File: src/rtl/rst_seq_pkg.sv
// Shared definitions for the multi-domain reset sequencer: FSM state encoding and width helpers.
package rst_seq_pkg;

    typedef enum logic [1:0] {
        ST_WAIT    = 2'd0,
        ST_HOLD    = 2'd1,
        ST_RELEASE = 2'd2,
        ST_RUN     = 2'd3
    } seq_state_t;

    // Bits needed to hold values 0..max_val (never less than one bit).
    function automatic int unsigned cnt_width(input int unsigned max_val);
        if (max_val < 1)
            return 1;
        return $clog2(max_val + 1);
    endfunction

    function automatic int unsigned max2(input int unsigned a, input int unsigned b);
        return (a > b) ? a : b;
    endfunction

endpackage

File: src/rtl/rst_seq_counter.sv
// Saturating up-counter with synchronous clear, enable and a registered-count terminal flag.
module rst_seq_counter
    import rst_seq_pkg::*;
#(
    parameter int unsigned W = 4
) (
    input  logic         CLK_generic,
    input  logic         clr,
    input  logic         en,
    input  logic [W-1:0] limit,
    output logic         term
);

    logic [W-1:0] cnt;

    always_ff @(posedge CLK_generic) begin
        if (clr)
            cnt <= '0;
        else if (en && (cnt != '1))
            cnt <= cnt + W'(1);
    end

    assign term = (cnt >= limit);

endmodule

File: src/rtl/rst_sequencer.sv
// Multi-domain reset sequencer: hold all domain resets after ready, then release them in index order.
// Optional ready-drop glitch filter enabled by defining RST_SEQ_FILTER_EN.
module rst_sequencer
    import rst_seq_pkg::*;
#(
    parameter int unsigned N_DOM       = 3,
    parameter int unsigned HOLD_CYCLES = 16,
    parameter int unsigned GAP_CYCLES  = 4,
    parameter int unsigned FILTER_LEN  = 4
) (
    input  logic             CLK_generic,
    input  logic             RST_stimulus,
    input  logic [N_DOM-1:0] IRDY,
    output logic [N_DOM-1:0] DOMAIN_RST,
    output logic             SEQ_DONE,
    output logic             SEQ_RESTART,
    output logic [1:0]       SEQ_STATE
);

    localparam int unsigned CW = cnt_width(max2(HOLD_CYCLES, GAP_CYCLES));
    localparam int unsigned IW = cnt_width(N_DOM);
    localparam logic [CW-1:0] HOLD_LIM = CW'(HOLD_CYCLES - 1);
    localparam logic [CW-1:0] GAP_LIM  = CW'((GAP_CYCLES > 0) ? GAP_CYCLES - 1 : 0);
    localparam logic [IW-1:0] LAST_IDX = IW'(N_DOM - 1);

    seq_state_t       state;
    logic [N_DOM-1:0] domain_rst;
    logic             seq_done;
    logic             seq_restart;
    logic [IW-1:0]    rel_idx;

    logic             irdy_all;
    logic             rdy_lost;
    logic             tmr_clr;
    logic             tmr_term;
    logic [CW-1:0]    tmr_limit;

    assign irdy_all = &IRDY;

`ifdef RST_SEQ_FILTER_EN
    localparam int unsigned FW = cnt_width(FILTER_LEN);
    logic flt_term;

    // Counts earlier consecutive low samples; the drop is acted on at the FILTER_LEN-th low sample.
    rst_seq_counter #(.W(FW)) u_filter (
        .CLK_generic (CLK_generic),
        .clr         (RST_stimulus | irdy_all),
        .en          (1'b1),
        .limit       (FW'(FILTER_LEN - 1)),
        .term        (flt_term)
    );

    assign rdy_lost = ~irdy_all & flt_term;
`else
    assign rdy_lost = ~irdy_all;
`endif

    always_comb begin
        tmr_limit = HOLD_LIM;
        if (state == ST_RELEASE)
            tmr_limit = GAP_LIM;
        tmr_clr = RST_stimulus | rdy_lost | tmr_term
                | (state == ST_WAIT) | (state == ST_RUN);
    end

    rst_seq_counter #(.W(CW)) u_timer (
        .CLK_generic (CLK_generic),
        .clr         (tmr_clr),
        .en          (1'b1),
        .limit       (tmr_limit),
        .term        (tmr_term)
    );

    always_ff @(posedge CLK_generic) begin
        if (RST_stimulus) begin
            state       <= ST_WAIT;
            domain_rst  <= '1;
            seq_done    <= 1'b0;
            seq_restart <= 1'b0;
            rel_idx     <= '0;
        end else begin
            seq_restart <= 1'b0;
            // Ready loss is checked ahead of the state case so it beats any release due this edge.
            if ((state != ST_WAIT) && rdy_lost) begin
                state       <= ST_WAIT;
                domain_rst  <= '1;
                seq_done    <= 1'b0;
                seq_restart <= 1'b1;
                rel_idx     <= '0;
            end else begin
                case (state)
                    ST_WAIT: begin
                        domain_rst <= '1;
                        seq_done   <= 1'b0;
                        rel_idx    <= '0;
                        if (irdy_all)
                            state <= ST_HOLD;
                    end
                    ST_HOLD: begin
                        if (tmr_term) begin
                            if ((GAP_CYCLES == 0) || (N_DOM == 1)) begin
                                domain_rst <= '0;
                                seq_done   <= 1'b1;
                                state      <= ST_RUN;
                            end else begin
                                domain_rst[0] <= 1'b0;
                                rel_idx       <= IW'(1);
                                state         <= ST_RELEASE;
                            end
                        end
                    end
                    ST_RELEASE: begin
                        if (tmr_term) begin
                            for (int unsigned k = 0; k < N_DOM; k++) begin
                                if (rel_idx == IW'(k))
                                    domain_rst[k] <= 1'b0;
                            end
                            if (rel_idx == LAST_IDX) begin
                                seq_done <= 1'b1;
                                state    <= ST_RUN;
                            end else begin
                                rel_idx <= rel_idx + IW'(1);
                            end
                        end
                    end
                    ST_RUN: begin
                        seq_done <= 1'b1;
                    end
                    default: begin
                        state      <= ST_WAIT;
                        domain_rst <= '1;
                        seq_done   <= 1'b0;
                        rel_idx    <= '0;
                    end
                endcase
            end
        end
    end

    assign DOMAIN_RST  = domain_rst;
    assign SEQ_DONE    = seq_done;
    assign SEQ_RESTART = seq_restart;
    assign SEQ_STATE   = state;

endmodule

File: config.mk
export PLATFORM = sky130hd
export DESIGN_NAME = rst_sequencer
export DESIGN_NICKNAME = d
export VERILOG_FILES = /design/src/rtl/rst_seq_pkg.sv /design/src/rtl/rst_seq_counter.sv /design/src/rtl/rst_sequencer.sv
export SDC_FILE = /design/constraint.sdc
export NUM_CORES = 1
export LEC_CHECK = 0
export BUFFER_PORTS_ARGS = -buffer_cell sky130_fd_sc_hd__buf_4
export CAP_MARGIN = 0
export CORE_ASPECT_RATIO = 0.7
export CORE_MARGIN = 5
export CORE_UTILIZATION = 40
export DETAILED_ROUTE_END_ITERATION = 8
export GPL_TIMING_DRIVEN = 0
export PLACE_DENSITY = 0.63
export SYNTH_ARGS = -nofsm -noshare
export SYNTH_HDL_FRONTEND = slang
export SYNTH_SLANG_ARGS = --single-unit
File: constraint.sdc
create_clock -name CLK_generic -period 2.6 [get_ports CLK_generic]
set_clock_uncertainty 0.15 [all_clocks]
set_input_delay 0.26 -clock CLK_generic [delete_from_list [all_inputs] [get_ports CLK_generic]]
set_output_delay 0.26 -clock CLK_generic [all_outputs]
set_load 0.05 [all_outputs]
; Word level (Yosys, flattened, before mapping)
; Index checks and enable logic that the tools add are counted.
[classes]
add_sub_neg = 2
magnitude_cmp = 1
n_eq_ne = 13
n_mux = 21
n_bitwise = 5
reduce_logical = 15
[op_table]
columns = op, n
row1 = 2-bit two-way mux, 7
row2 = 2-bit case mux with 3 select lines, 2
row3 = 3-bit AND reduction, 4
row4 = "2-bit != test, second input constant", 4
row5 = 4-bit AND reduction, 2
row6 = 1-bit two-way mux, 7
row7 = "2-bit == test, second input constant", 3
row8 = "2-bit by 1-bit != test with 1-bit output, second input constant", 3
row9 = 1-bit case mux with 3 select lines, 2
row10 = 3-bit nonzero test, 2
row11 = "5-bit by 1-bit adder with 5-bit output, second input constant", 1
row12 = 5-bit by 4-bit >= comparator with 1-bit output, 1
row13 = "5-bit != test, second input constant", 1
row14 = 5-bit AND reduction, 1
row15 = "2-bit by 1-bit == test with 1-bit output, second input constant", 2
row16 = 2-bit logical NOT, 2
row17 = 4-bit two-way mux, 1
row18 = 1-bit OR, 4
row19 = 2-bit case mux with 2 select lines, 1
row20 = 2-bit nonzero test, 2
row21 = 3-bit two-way mux, 1
row22 = "2-bit by 1-bit adder with 2-bit output, second input constant", 1
row23 = 2-bit OR reduction, 1
row24 = 1-bit logical AND, 1
row25 = 1-bit inverter, 1
[totals]
regBits = 14
in_bits = 5
output_inout_bits = 7
elab_cells = 65

; Depth between registers and ports, before layout
; Gate-level depths: netlist of run 1.
[depth]
ltp_word = 6
ltp_mapped = 8

; By module
; A second synthesis of run 1 with hierarchy kept.
[hier_totals]
cells_unflattened = 100
hier_area_um2 = 892.1
[by_module_without_submodules]
columns = module, instances, cells_per_inst, area_per_inst_um2
row1 = rst_sequencer, 1, 63, 535.5
row2 = rst_seq_counter, 1, 37, 356.6

; Worst setup path after synthesis of run 1
; OpenSTA, ideal clock, no wires.
[synth_path]
kind = reg-to-reg
startpoint = reg state[0] (netlist: SEQ_STATE[0])
endpoint = reg rel_idx[0]
setup_time_ns = 0.139
arrival_time_ns = 2.423
slack_ns = -0.112
path_stages_with_launch = 9
path_buffers = 1
synth_period_minus_slack_ns = 2.712
cell_sequence = dfxtp_1 inv_1 ha_1 ha_1 or3_1 clkbuf_1 o21bai_1 or3_4 o41ai_2
[synth_between]
elab_chain_cells = 5
elab_cells_between_ends = 14
[synth_lines]
columns = item, line
row1 = start: declaration, rst_sequencer.sv:26  ; seq_state_t state;
row2 = start signal: assignment, rst_sequencer.sv:76  ; state <= ST_WAIT;
row3 = start signal: assignment, rst_sequencer.sv:85  ; state <= ST_WAIT;
row4 = start signal: assignment, rst_sequencer.sv:97  ; state <= ST_HOLD;
row5 = 2-bit == test, "rst_sequencer.sv:60, rst_sequencer.sv:91"
row6 = 4-bit two-way mux, rst_sequencer.sv:60  ; if (state == ST_RELEASE)
row7 = 5-bit by 4-bit >= comparator with 1-bit output, rst_seq_counter.sv:23  ; assign term = (cnt >= limit);
row8 = 2-bit != test (no line), -
row9 = 4-bit AND reduction (no line), -
row10 = end signal: assignment, rst_sequencer.sv:122  ; rel_idx <= rel_idx + IW'(1);
row11 = end: declaration, rst_sequencer.sv:30  ; logic [IW-1:0] rel_idx;
; Parallel ways exist; a longest one is shown, timed or not.
; A chain may end at the register's enable or synchronous reset.

; Worst setup path after layout of run 1
[layout_path]
startpoint = reg state[0] (netlist: SEQ_STATE[0])
endpoint = reg domain_rst[0] (netlist: DOMAIN_RST[0])
[layout_between]
elab_chain_cells = 5
elab_cells_between_ends = 14
[layout_lines]
columns = item, line
row1 = 2-bit == test, "rst_sequencer.sv:60, rst_sequencer.sv:91"
row2 = 4-bit two-way mux, rst_sequencer.sv:60
row3 = 5-bit by 4-bit >= comparator with 1-bit output, rst_seq_counter.sv:23
row4 = 2-bit != test (no line), -
row5 = 4-bit AND reduction (no line), -
row6 = end signal: assignment, rst_sequencer.sv:77  ; domain_rst <= '1;
row7 = end signal: assignment, rst_sequencer.sv:86  ; domain_rst <= '1;
row8 = end signal: assignment, rst_sequencer.sv:93  ; domain_rst <= '1;
row9 = end: declaration, rst_sequencer.sv:27  ; logic [N_DOM-1:0] domain_rst;
; Parallel ways exist; a longest one is shown, timed or not.

==> key figures, run 1 <==
Outcome
  • Outcome: complete, no violations

STA
  • Highest clock rate: 406 MHz
  • Final Hold Viols: 0
  • Slew Viols, Final: 0
  • Tcrit/Tclk final: 0.948
  • Unrepaired setup endpoints after global routing: false
  • Worst Tran Pin Value: 0.413 ns
  • Slew margin rel.: 0.724
  • Final worst path period need: 2.46 ns
  • Final setup viols: 0
  • Fin Setup TNS: 0 ns

Placed design
  • IO Port Bufs: 11
  • Placer Congestion: 0.792
  • Dpl cells: 142
  • DPL Wire Length: 1530 um

Logic synthesis
  • Asr flop ratio synth: 0
  • Number of synthesized flops with an enable pin: 0
  • Netlist Area Pre-Place: 928 um2
  • Synth unique cells: 41
  • Synth Area per Inst: 9.38 um2
  • Flops & latches, synth: 14
  • Top FF cell, synth: dfxtp_1
  • Gate Count Post-Synth: 99
  • Post-synthesis sequential area ratio: 0.302
  • Yosys warning count: 0
  • Post-Syn Nets: 116

Floorplanning
  • Num ports: 12
  • Core ar.: 2190 um2
  • Row count: 14
  • Die height: 50.3 um
  • Die X: 67.6 um
  • Initial core utilization: 0.424
  • Area of the die: 3400 um2

Clock tree
  • Clk Latency, worst-skew pair: 0.28 ns
  • H-tree depth: 1
  • Clock Root Buffer: clkbuf_4
  • Clk pin slew, worst setup/hold paths: 0.09 ns
  • Clock Sinks: 14
  • Max Buffers Root-to-Sink: 2
  • CTS tree: built
  • Inserted Clock Buffers: 3

Drt
  • Detailed Routing Iterations Pass 1: 4
  • Iter 0 DRT Violations: 36
  • Highest routed layer: met4
  • DRC: 0
  • Met2 WL: 834 um
  • Vias: 787
  • DR WL met3: 158 um
  • Post-Route M1 WL: 1000 um
  • DR WL/cell: 13.8 um
  • Antenna viol nets, final: 0
  • Via density: 5.39
  • WL final: 2010 um

Global routing
  • First-pass GRT wire length: 3500 um
  • Remaining Overflow, GRT: 0
  • Largest net degree at the start of global routing: 11
  • Vias in the first global route: 750
  • Global-route usage over all layers: 0.138
  • Initial antenna violation count: 0

Pwr
  • Worst IR drop on VDD: 0.000429 V
  • Tot Pwr: 0.957 mW
  • Leak Pwr: 0.472 nW
  • Total power density per cell area: 865 nW/um2

Worst setup path
  • Worst Setup Start Kind: register
  • R2R setup slack: 0.14 ns
  • Crit path required time: 2.60 ns
  • Critical Path Sink Type: register
  • Arrival time worst endpoint: 2.46 ns
  • Worst Path Max Fanout: 6
  • Worst setup path class: reg -> reg

Min path
  • Min-delay worst type: in -> reg

Final layout
  • Final #Nets: 132
  • Antenna Cells: 0
  • Layout area overhead: 19.1%
  • Non-Filler Instances: 146
  • Fillers: 202
  • Reg area: 282 um2
  • Area of the multi-input gates: 621 um2
  • Ratio of cells with drive above 1 in the final layout: 0.254

Flow run
  • Max_cap viols: 0
## kinds of logic (layout without fill, tap and decap cells)
kind of cell	count (synthesis)	in the layout	synth area share
mux	4	4	0.0431
flops	14	14	0.302
xor+xnor	4	4	0.0458
compound gates	26	26	0.232
fa+ha+maj	12	12	0.162
simple gates	29	29	0.174
buf+inv	10	25	0.0418
## final cells by class
type / count / share of cell area
multi-input combinational: 75 / 0.561
sequential: 14 / 0.255
timing repair buffer: 12 / 0.0837
tap: 32 / 0.0362
clock buffer: 4 / 0.0328
inverter: 7 / 0.0238
buffer: 2 / 0.00792
## synthesized netlist by cell type, drive strengths merged (2+ instances only)
library cell	number	area share
mux2i	4	0.043
a41oi	3	0.028
o311ai	2	0.019
a31oi	3	0.020
a21oi	3	0.016
or3	2	0.019
nor2b	2	0.013
ha	12	0.16
nor2	10	0.043
dfxtp	14	0.30
inv	7	0.028
and2	2	0.013
a211o	2	0.022
xor2	3	0.036
a21o	3	0.026
a211oi	2	0.022
clkbuf	2	0.0081
o31ai	2	0.016
nand3	3	0.016
nor3	2	0.011
## worst paths after layout
path	startpoint	to	cells after the start
worst max-delay path	SEQ_STATE[0]	DOMAIN_RST[0]	7
worst min-delay path	IRDY[1]	SEQ_RESTART	3
worst max register to register	SEQ_STATE[0]	DOMAIN_RST[0]	7
worst min register to register	SEQ_DONE	SEQ_DONE	2
## registers in the layout, summed over array words and instances, names as in the netlist
signal	cells
SEQ_DONE	1
rel_idx	2
DOMAIN_RST	3
SEQ_RESTART	1
SEQ_STATE	2
u_timer.cnt	5
## through the flow
stage	instance area [um2]	utilization	hold WS, ns	setup slack, ns
floorplan	930	-	0.186	0.0607
global placement	1050	0.481	0.300	0.0593
detailed placement	1050	0.481	0.302	0.0753
CTS	1100	0.502	0.215	0.00880
global route	1110	0.505	0.237	0.0400
finish	1110	0.505	0.230	0.136
## layout by cell type, fill, tap and decap left out, types with 3 or more instances in the layout
master	n
a21oi_1	3
a31oi_1	3
a41oi_1	3
buf_4	11
clkbuf_4	3
dfxtp_1	13
ha_1	12
inv_1	7
mux2i_1	4
nand3_1	3
nor2_1	9
## report_power, final
part           switching [mW]  leakage (nW)  internal [mW]
combinational           0.328         0.337          0.195
clock                  0.0764        0.0210         0.0853
sequential             0.0292         0.114          0.243
total                   0.434         0.472          0.524
## layer usage
metal,up-vias,GRT usage
li1,398,-
met1,356,0.197
met2,31,0.191
met3,2,0.0536
met4,0,0.0370
met5,-,0
## timing repair
| item | in CTS | in global routing |
|---|---|---|
| resized for setup | 0 | 2 |
| endpoints found under the setup margin | 0 | 5 |
| buffers inserted | 0 | 0 |
| hold buffers | 1 | 0 |
| hold endpoints to repair | 1 | 0 |
## critical path, cell delays in order (launching register included)
cell      delay (ns)
dfxtp_2         0.41
inv_1           0.11
ha_1            0.27
ha_1            0.30
or3_1           0.48
o21ba_2         0.29
a311oi_1        0.25
a41oi_1         0.07
Note: power is estimated with default switching activity, not from simulation.
==> run 2: changes to the inputs <==
CORE_MARGIN = default   (was 5)
HOLD_SLACK_MARGIN = 0.08   (was default)
==> key figures, run 2 (synthesis results as in run 1) <==
Drt
  • Vias: 788 (+0.13%)
  • DR WL/cell: 13.3 um (-3.0%)
  • Iter 0 DRT Violations: 27 (-25%)
  • WL final: 1950 um (-3.0%)
  • Detailed Routing Iterations Pass 1: 4 (unchanged)
  • Antenna viol nets, final: 0 (unchanged)
  • Via density: 5.40 (+0.13%)
  • DRC: 0 (unchanged)

Worst setup path
  • CP Cell Sequence: inv_1 -> ha_1 -> ha_1 -> or3_1 -> o21ba_2 -> a311oi_1 -> a41oi_1
  • Critical Path Sink Type: register
  • Reg-to-Reg Start: SEQ_STATE[0]
  • Critical Path Max Stage Delay: 0.46 ns (-0.02 ns)
  • Crit path required time: 2.59 ns (about the same)
  • Reg2Reg Depth: 7 (unchanged)
  • CP Buf/Inv Count: 1 (unchanged)
  • Worst Path Max Fanout: 6 (unchanged)
  • Worst Setup Start Kind: register
  • Slowest cell on the critical path: or3_1
  • CP most frequent cell: ha_1
  • Worst setup path class: reg -> reg
  • Arrival time worst endpoint: 2.40 ns (-0.06 ns)
  • R2R setup slack: 0.19 ns (+0.06 ns)
  • Largest delay share family, worst path: adder cells
  • Reg-to-Reg End: DOMAIN_RST[0]

Global routing
  • GR Util met1: 0.261 (+0.0649)
  • Vias in the first global route: 741 (-1.2%)
  • Largest net degree at the start of global routing: 11 (unchanged)
  • Grt met2 use: 0.261 (+0.0700)
  • Remaining Overflow, GRT: 0 (unchanged)
  • First-pass GRT wire length: 3400 um (-2.8%)
  • GRT met3 Usage: 0.0648 (+0.0112)
  • Busiest grt layer: met1
  • Global-route usage over all layers: 0.185 (+0.0466)
  • Initial antenna violation count: 0 (unchanged)

Floorplanning
  • Row count: 14 (unchanged)
  • Die height: 42.3 um (-16%)
  • Core ar.: 2170 um2 (-0.80%)
  • Die X: 59.6 um (-12%)
  • Initial core utilization: 0.427 (+0.00342)
  • Num ports: 12 (unchanged)
  • Area of the die: 2520 um2 (-26%)

Final layout
  • Final Cell Area: 1100 um2 (-0.68%)
  • Reg with most FFs: u_timer.cnt
  • Non-Filler Instances: 146 (unchanged)
  • Final Core Density: 0.506 (+0.000617)
  • Ratio of cells with drive above 1 in the final layout: 0.254 (unchanged)
  • Antenna Cells: 0 (unchanged)
  • Layout area overhead: 18.3%
  • Final #Nets: 132 (unchanged)
  • Most frequent cells in the layout: dfxtp_1 (13), ha_1 (12), buf_4 (11)
  • Commonest non-fill, non-tap cell in the layout: dfxtp_1
  • Max reg flops: 5 (unchanged)

Placed design
  • IO Port Bufs: 11 (unchanged)
  • Dpl cells: 142 (unchanged)
  • Area after DPL: 1050 um2 (unchanged)
  • Post-place setup slack: 0.0518 ns (-0.0236 ns)
  • Placer Congestion: 0.798 (+0.78%)
  • DPL Wire Length: 1490 um (-2.4%)

Outcome
  • Outcome: complete, no violations

Min path
  • Hold Path Stages: 3 (unchanged)
  • Worst Hold Launch: IRDY[1]
  • WHS Endpoint: SEQ_RESTART
  • Min-delay worst type: in -> reg

STA
  • Fin Setup TNS: 0 ns (unchanged)
  • Slew margin rel.: 0.701 (-0.0225)
  • Final setup viols: 0 (unchanged)
  • Highest clock rate: 416 MHz (+2.4%)
  • Worst Tran Pin Value: 0.447 ns (+0.0337 ns)
  • Min Hold Slack: 0.264 ns (+0.0336 ns)
  • Slew Viols, Final: 0 (unchanged)
  • Worst setup margin: 0.193 ns (+0.0574 ns)
  • Tcrit/Tclk final: 0.926 (-0.0221)
  • Final worst path period need: 2.41 ns (-0.0574 ns)
  • Unrepaired setup endpoints after global routing: false
  • Final Hold Viols: 0 (unchanged)

Pwr
  • Clk pwr share: 0.168 (about the same)
  • Sequential power share: 0.286 (about the same)
  • Gate power share: 0.546 (about the same)
  • Tot Pwr: 0.937 mW (-2.2%)
  • Pint: 0.519 mW (-0.97%)
  • Worst IR drop on VDD: 0.000411 V (-4.1%)
  • Total power density per cell area: 852 nW/um2 (-1.5%)
  • Sw frac: 0.446 (-0.00668)
  • Leak Pwr: 0.472 nW (about the same)
  • Sw Pwr: 0.418 mW (-3.6%)

Clock tree
  • Setup repair bufs after CTS: 0 (unchanged)
  • Clock Sinks: 14 (unchanged)
  • CTS tree: built
  • Inserted Clock Buffers: 3 (unchanged)
  • Clk Latency, worst-skew pair: 0.28 ns (about the same)
  • Clock Root Buffer: clkbuf_4
  • H-tree depth: 1 (unchanged)
  • Clk pin slew, worst setup/hold paths: 0.09 ns (about the same)
  • Max Buffers Root-to-Sink: 2 (unchanged)

Flow run
  • Max_cap viols: 0 (unchanged)
run 2: final cells by class:
class / count / area [um2]
clock buffer: 4 / 36.3
timing repair buffer: 12 / 92.6
inverter: 7 / 26.3
buffer: 2 / 8.76
tap: 32 / 40.0
fill: 214 / 1070
multi-input combinational: 75 / 613
sequential: 14 / 282
run 2: worst min-delay path, cell delays in order:
cell	delay [ns]
buf_4	0.08
nand3_1	0.13
nor3b_1	0.18
run 2: what timing repair did:
item	4_1_cts	5_1_grt
hold buffers	1	0
endpoints found under the hold margin	1	0
setup endpoints to repair	0	5
resized for setup	0	1
run 2: worst max path at each step:
stage                      start            end  slack, ns  cells past startpoint
finish              SEQ_STATE[0]  DOMAIN_RST[0]       0.19                      7
global route        SEQ_STATE[0]  DOMAIN_RST[0]      0.009                      7
CTS                 SEQ_STATE[0]   SEQ_STATE[0]       0.03                      8
detailed placement  SEQ_STATE[0]     rel_idx[0]       0.05                      8
global placement    SEQ_STATE[0]   SEQ_STATE[0]       0.09                      8
floorplan           SEQ_STATE[1]     rel_idx[0]       0.06                      7
run 2: layer usage:
metal	up-vias	wire, um
li1	397	-
met1	364	981
met2	25	842
met3	2	104
met4	0	19
met5	-	0
run 2: power by group through the flow:
stage	Sequential (mW)	Clock [mW]	Combinational, mW
final	0.268	0.157	0.511
after global routing	0.274	0.174	0.559
after CTS	0.269	0.165	0.506
after detailed placement	0.274	0	0.501
after global placement	0.272	0	0.494
after floorplan	0.355	0	0.304
==> run 3: changes to the inputs <==
BUFFER_PORTS_ARGS = -buffer_cell sky130_fd_sc_hd__buf_2   (was -buffer_cell sky130_fd_sc_hd__buf_4)
SYNTH_HIERARCHICAL = 1   (was default)
==> key figures, run 3 <==
Outcome
  • Outcome: complete, no violations

Worst setup path
  • Arrival time worst endpoint: 2.57 ns (+0.17 ns)
  • Worst Setup Start Kind: register
  • Critical Path Sink Type: register
  • Crit path required time: 2.64 ns (+0.05 ns)
  • Worst Path Max Fanout: 7 (+1)
  • Worst setup path class: reg -> reg
  • Critical path origin: SEQ_STATE[0]
  • Reg-to-Reg Start: SEQ_STATE[0]

Logic synthesis
  • Asr flop ratio synth: 0 (unchanged)
  • Cell with the most instances after synthesis: ha_1
  • Mux contribution to synthesized area: 0.0393 (-0.00386)
  • Synth Area per Inst: 8.92 um2 (-4.9%)
  • Post-synthesis simple-gate area fraction: 0.206 (+0.0323)
  • Main area contributors after synthesis: dfxtp_1 (31%), ha_1 (21%), inv_1 (4.6%), nor2_1 (3.4%), nand2_1 (2.5%)
  • Top FF cell, synth: dfxtp_1
  • Synth unique cells: 39 (-4.9%)
  • Largest family of logic cells by synthesized area: adder cells
  • Flops & latches, synth: 14 (unchanged)
  • Number of synthesized flops with an enable pin: 0 (unchanged)
  • Post-synth top cells: ha_1 (15), dfxtp_1 (14), inv_1 (11)
  • Post-synthesis sequential area ratio: 0.314 (+0.0123)
  • Complex-gate fraction of the synthesized area: 0.146 (-0.0859)
  • Yosys top cell area share: 0.314 (+0.0123)
  • Yosys top cell by area: dfxtp_1
  • Yosys warning count: 6 (+6)
  • Post-synthesis xor/xnor area fraction: 0.0196 (-0.0262)
  • Gate Count Post-Synth: 100 (+1.0%)
  • Netlist Area Pre-Place: 892 um2 (-3.9%)
  • Adder-cell area share of the yosys netlist: 0.210 (+0.0487)

Clock tree
  • Max Buffers Root-to-Sink: 2 (unchanged)
  • Clk Latency, worst-skew pair: 0.28 ns (about the same)
  • Clk pin slew, worst setup/hold paths: 0.08 ns (about the same)
  • Clock Root Buffer: clkbuf_4
  • CTS tree: built
  • H-tree depth: 1 (unchanged)
  • Clock Sinks: 14 (unchanged)
  • Inserted Clock Buffers: 3 (unchanged)

Final layout
  • Layout area overhead: 29.5%
  • Most frequent cells in the layout: ha_1 (13), dfxtp_1 (12), buf_2 (11)
  • Max reg flops: 5 (unchanged)
  • Final #Nets: 148 (+12%)
  • Final Cell Area: 1150 um2 (+5.1%)
  • Commonest non-fill, non-tap cell in the layout: ha_1
  • Antenna Cells: 0 (unchanged)
  • Fillers: 177 (-17%)
  • Non-Filler Instances: 157 (+7.5%)
  • Reg with most FFs: u_timer/cnt
  • Ratio of cells with drive above 1 in the final layout: 0.291 (+0.0370)

Drt
  • DR WL/cell: 11.9 um (-11%)
  • DRC: 0 (unchanged)
  • Antenna viol nets, final: 0 (unchanged)
  • Via density: 4.83 (-10%)
  • Vias: 759 (-3.7%)
  • WL final: 1870 um (-4.1%)
  • Iter 0 DRT Violations: 7 (-74%)
  • Detailed Routing Iterations Pass 1: 2 (-2)

STA
  • Final Hold Viols: 0 (unchanged)
  • Slew Viols, Final: 0 (unchanged)
  • Worst setup margin: 0.0671 ns (-0.126 ns)
  • Tcrit/Tclk final: 0.974 (+0.0485)
  • Unrepaired setup endpoints after global routing: true
  • Final setup viols: 0 (unchanged)
  • Fin Setup TNS: 0 ns (unchanged)
  • Final worst path period need: 2.53 ns (+0.126 ns)
  • Highest clock rate: 395 MHz (-5.0%)

Global routing
  • Remaining Overflow, GRT: 0 (unchanged)
  • GRT met3 Usage: 0.0561 (-0.00874)
  • First-pass GRT wire length: 2990 um (-12%)
  • Grt met2 use: 0.239 (-0.0216)
  • Vias in the first global route: 671 (-9.4%)
  • Global-route usage over all layers: 0.162 (-0.0223)
  • Busiest grt layer: met2
  • Initial antenna violation count: 0 (unchanged)
  • Largest net degree at the start of global routing: 10 (-1)
  • GR Util met1: 0.230 (-0.0311)

Placed design
  • DPL Wire Length: 1390 um (-6.9%)
  • IO Port Bufs: 11 (unchanged)
  • Placer Congestion: 0.763 (-4.4%)
  • Dpl cells: 144 (+1.4%)
  • Area after DPL: 1010 um2 (-3.9%)
  • Post-place setup slack: -0.0437 ns (-0.0954 ns)

Pwr
  • Total power density per cell area: 379 nW/um2 (-56%)
  • Leak Pwr: 0.522 nW (+11%)
  • Tot Pwr: 0.438 mW (-53%)
  • Worst IR drop on VDD: 0.000162 V (-61%)

Flow run
  • Max_cap viols: 0 (unchanged)

Min path
  • Worst Hold Launch: IRDY[2]
  • Min-delay worst type: in -> reg

Floorplanning
  • Num ports: 12 (unchanged)
  • Row count: 13 (-1)
  • Die X: 58.4 um (-1.9%)
  • Die height: 41.5 um (-1.9%)
  • Area of the die: 2430 um2 (-3.7%)
  • Core ar.: 1970 um2 (-9.4%)
  • Initial core utilization: 0.453 (+0.0259)
## run 3: changes by cell type in the layout (fill, tap and decap cells not counted), moves of 3 or more
cell,before,now
buf_6,0,3
buf_4,11,4
inv_1,7,10
a41oi_1,3,0
o21ai_1,0,3
conb_1,0,5
buf_2,1,11
nand2_1,1,5
## run 3: path summary, 6_finish.rpt
check,end,cells after the start,slack (ns)
max,SEQ_STATE[0],13,0.07
min,u_timer/cnt[4],4,0.32
max reg2reg,SEQ_STATE[0],13,0.07
min reg2reg,DOMAIN_RST[0],2,0.34
## run 3: per-stage QoR
step            util  hold slack, ns
2_1_floorplan      -           0.182
6_report       0.587           0.318
5_1_grt        0.587           0.336
4_1_cts        0.563           0.313
3_5_place_dp   0.514           0.315
3_3_place_gp   0.514           0.303
## run 3: layout make-up
class / count / area (um2) / area share
Timing Repair Buffer: 20 / 138 / 0.119
Sequential cell: 14 / 285 / 0.247
Tap cell: 30 / 37.5 / 0.0325
Inverter: 12 / 47.5 / 0.0412
Clock buffer: 4 / 36.3 / 0.0314
Buffer: 1 / 11.3 / 0.00975
Multi-Input combinational cell: 76 / 599 / 0.519
## run 3: cell families (layout without fill, tap and decap cells)
| kind of cell | Yosys count | in the layout |
|---|---|---|
| XOR/XNOR | 2 | 2 |
| flip-flops | 14 | 14 |
| other | 2 | 5 |
| buffers and inverters | 13 | 37 |
| adder cells (fa/ha/maj) | 15 | 15 |
| AO/OA/AOI/OAI | 19 | 19 |
| AND/OR/NAND/NOR | 32 | 32 |
| multiplexers | 3 | 3 |
## run 3: report_power, final
| group | switching, mW | total, mW | internal (mW) |
|---|---|---|---|
| clock network | 0.0713 | 0.157 | 0.0853 |
| logic | 0.0380 | 0.0617 | 0.0238 |
| registers | 0.00193 | 0.219 | 0.217 |
## run 3: timing repair
| action | in CTS | in global routing |
|---|---|---|
| hold endpoints to repair | 2 | 0 |
| hold buffers | 3 | 0 |
| buffers inserted | 4 | 2 |
| setup endpoints to repair | 2 | 7 |
| pin swaps | 4 | 8 |
| resized for setup | 0 | 7 |
## run 3: layer usage
metal  vias up  share of wire
met5         -              0
met4         0         0.0027
met3         2          0.037
met2        12           0.44
met1       344           0.52
li1        401              -
## run 3: worst max-delay path, stage by stage, from the launching register on
cell	delay, ns
dfxtp_4	0.35
inv_2	0.04
ha_2	0.18
buf_6	0.14
inv_4	0.05
inv_1	0.05
ha_4	0.26
o211ai_1	0.07
o21ai_1	0.13
a21o_1	0.22
buf_6	0.14
nand2_2	0.07
a221o_1	0.38
o31ai_1	0.19
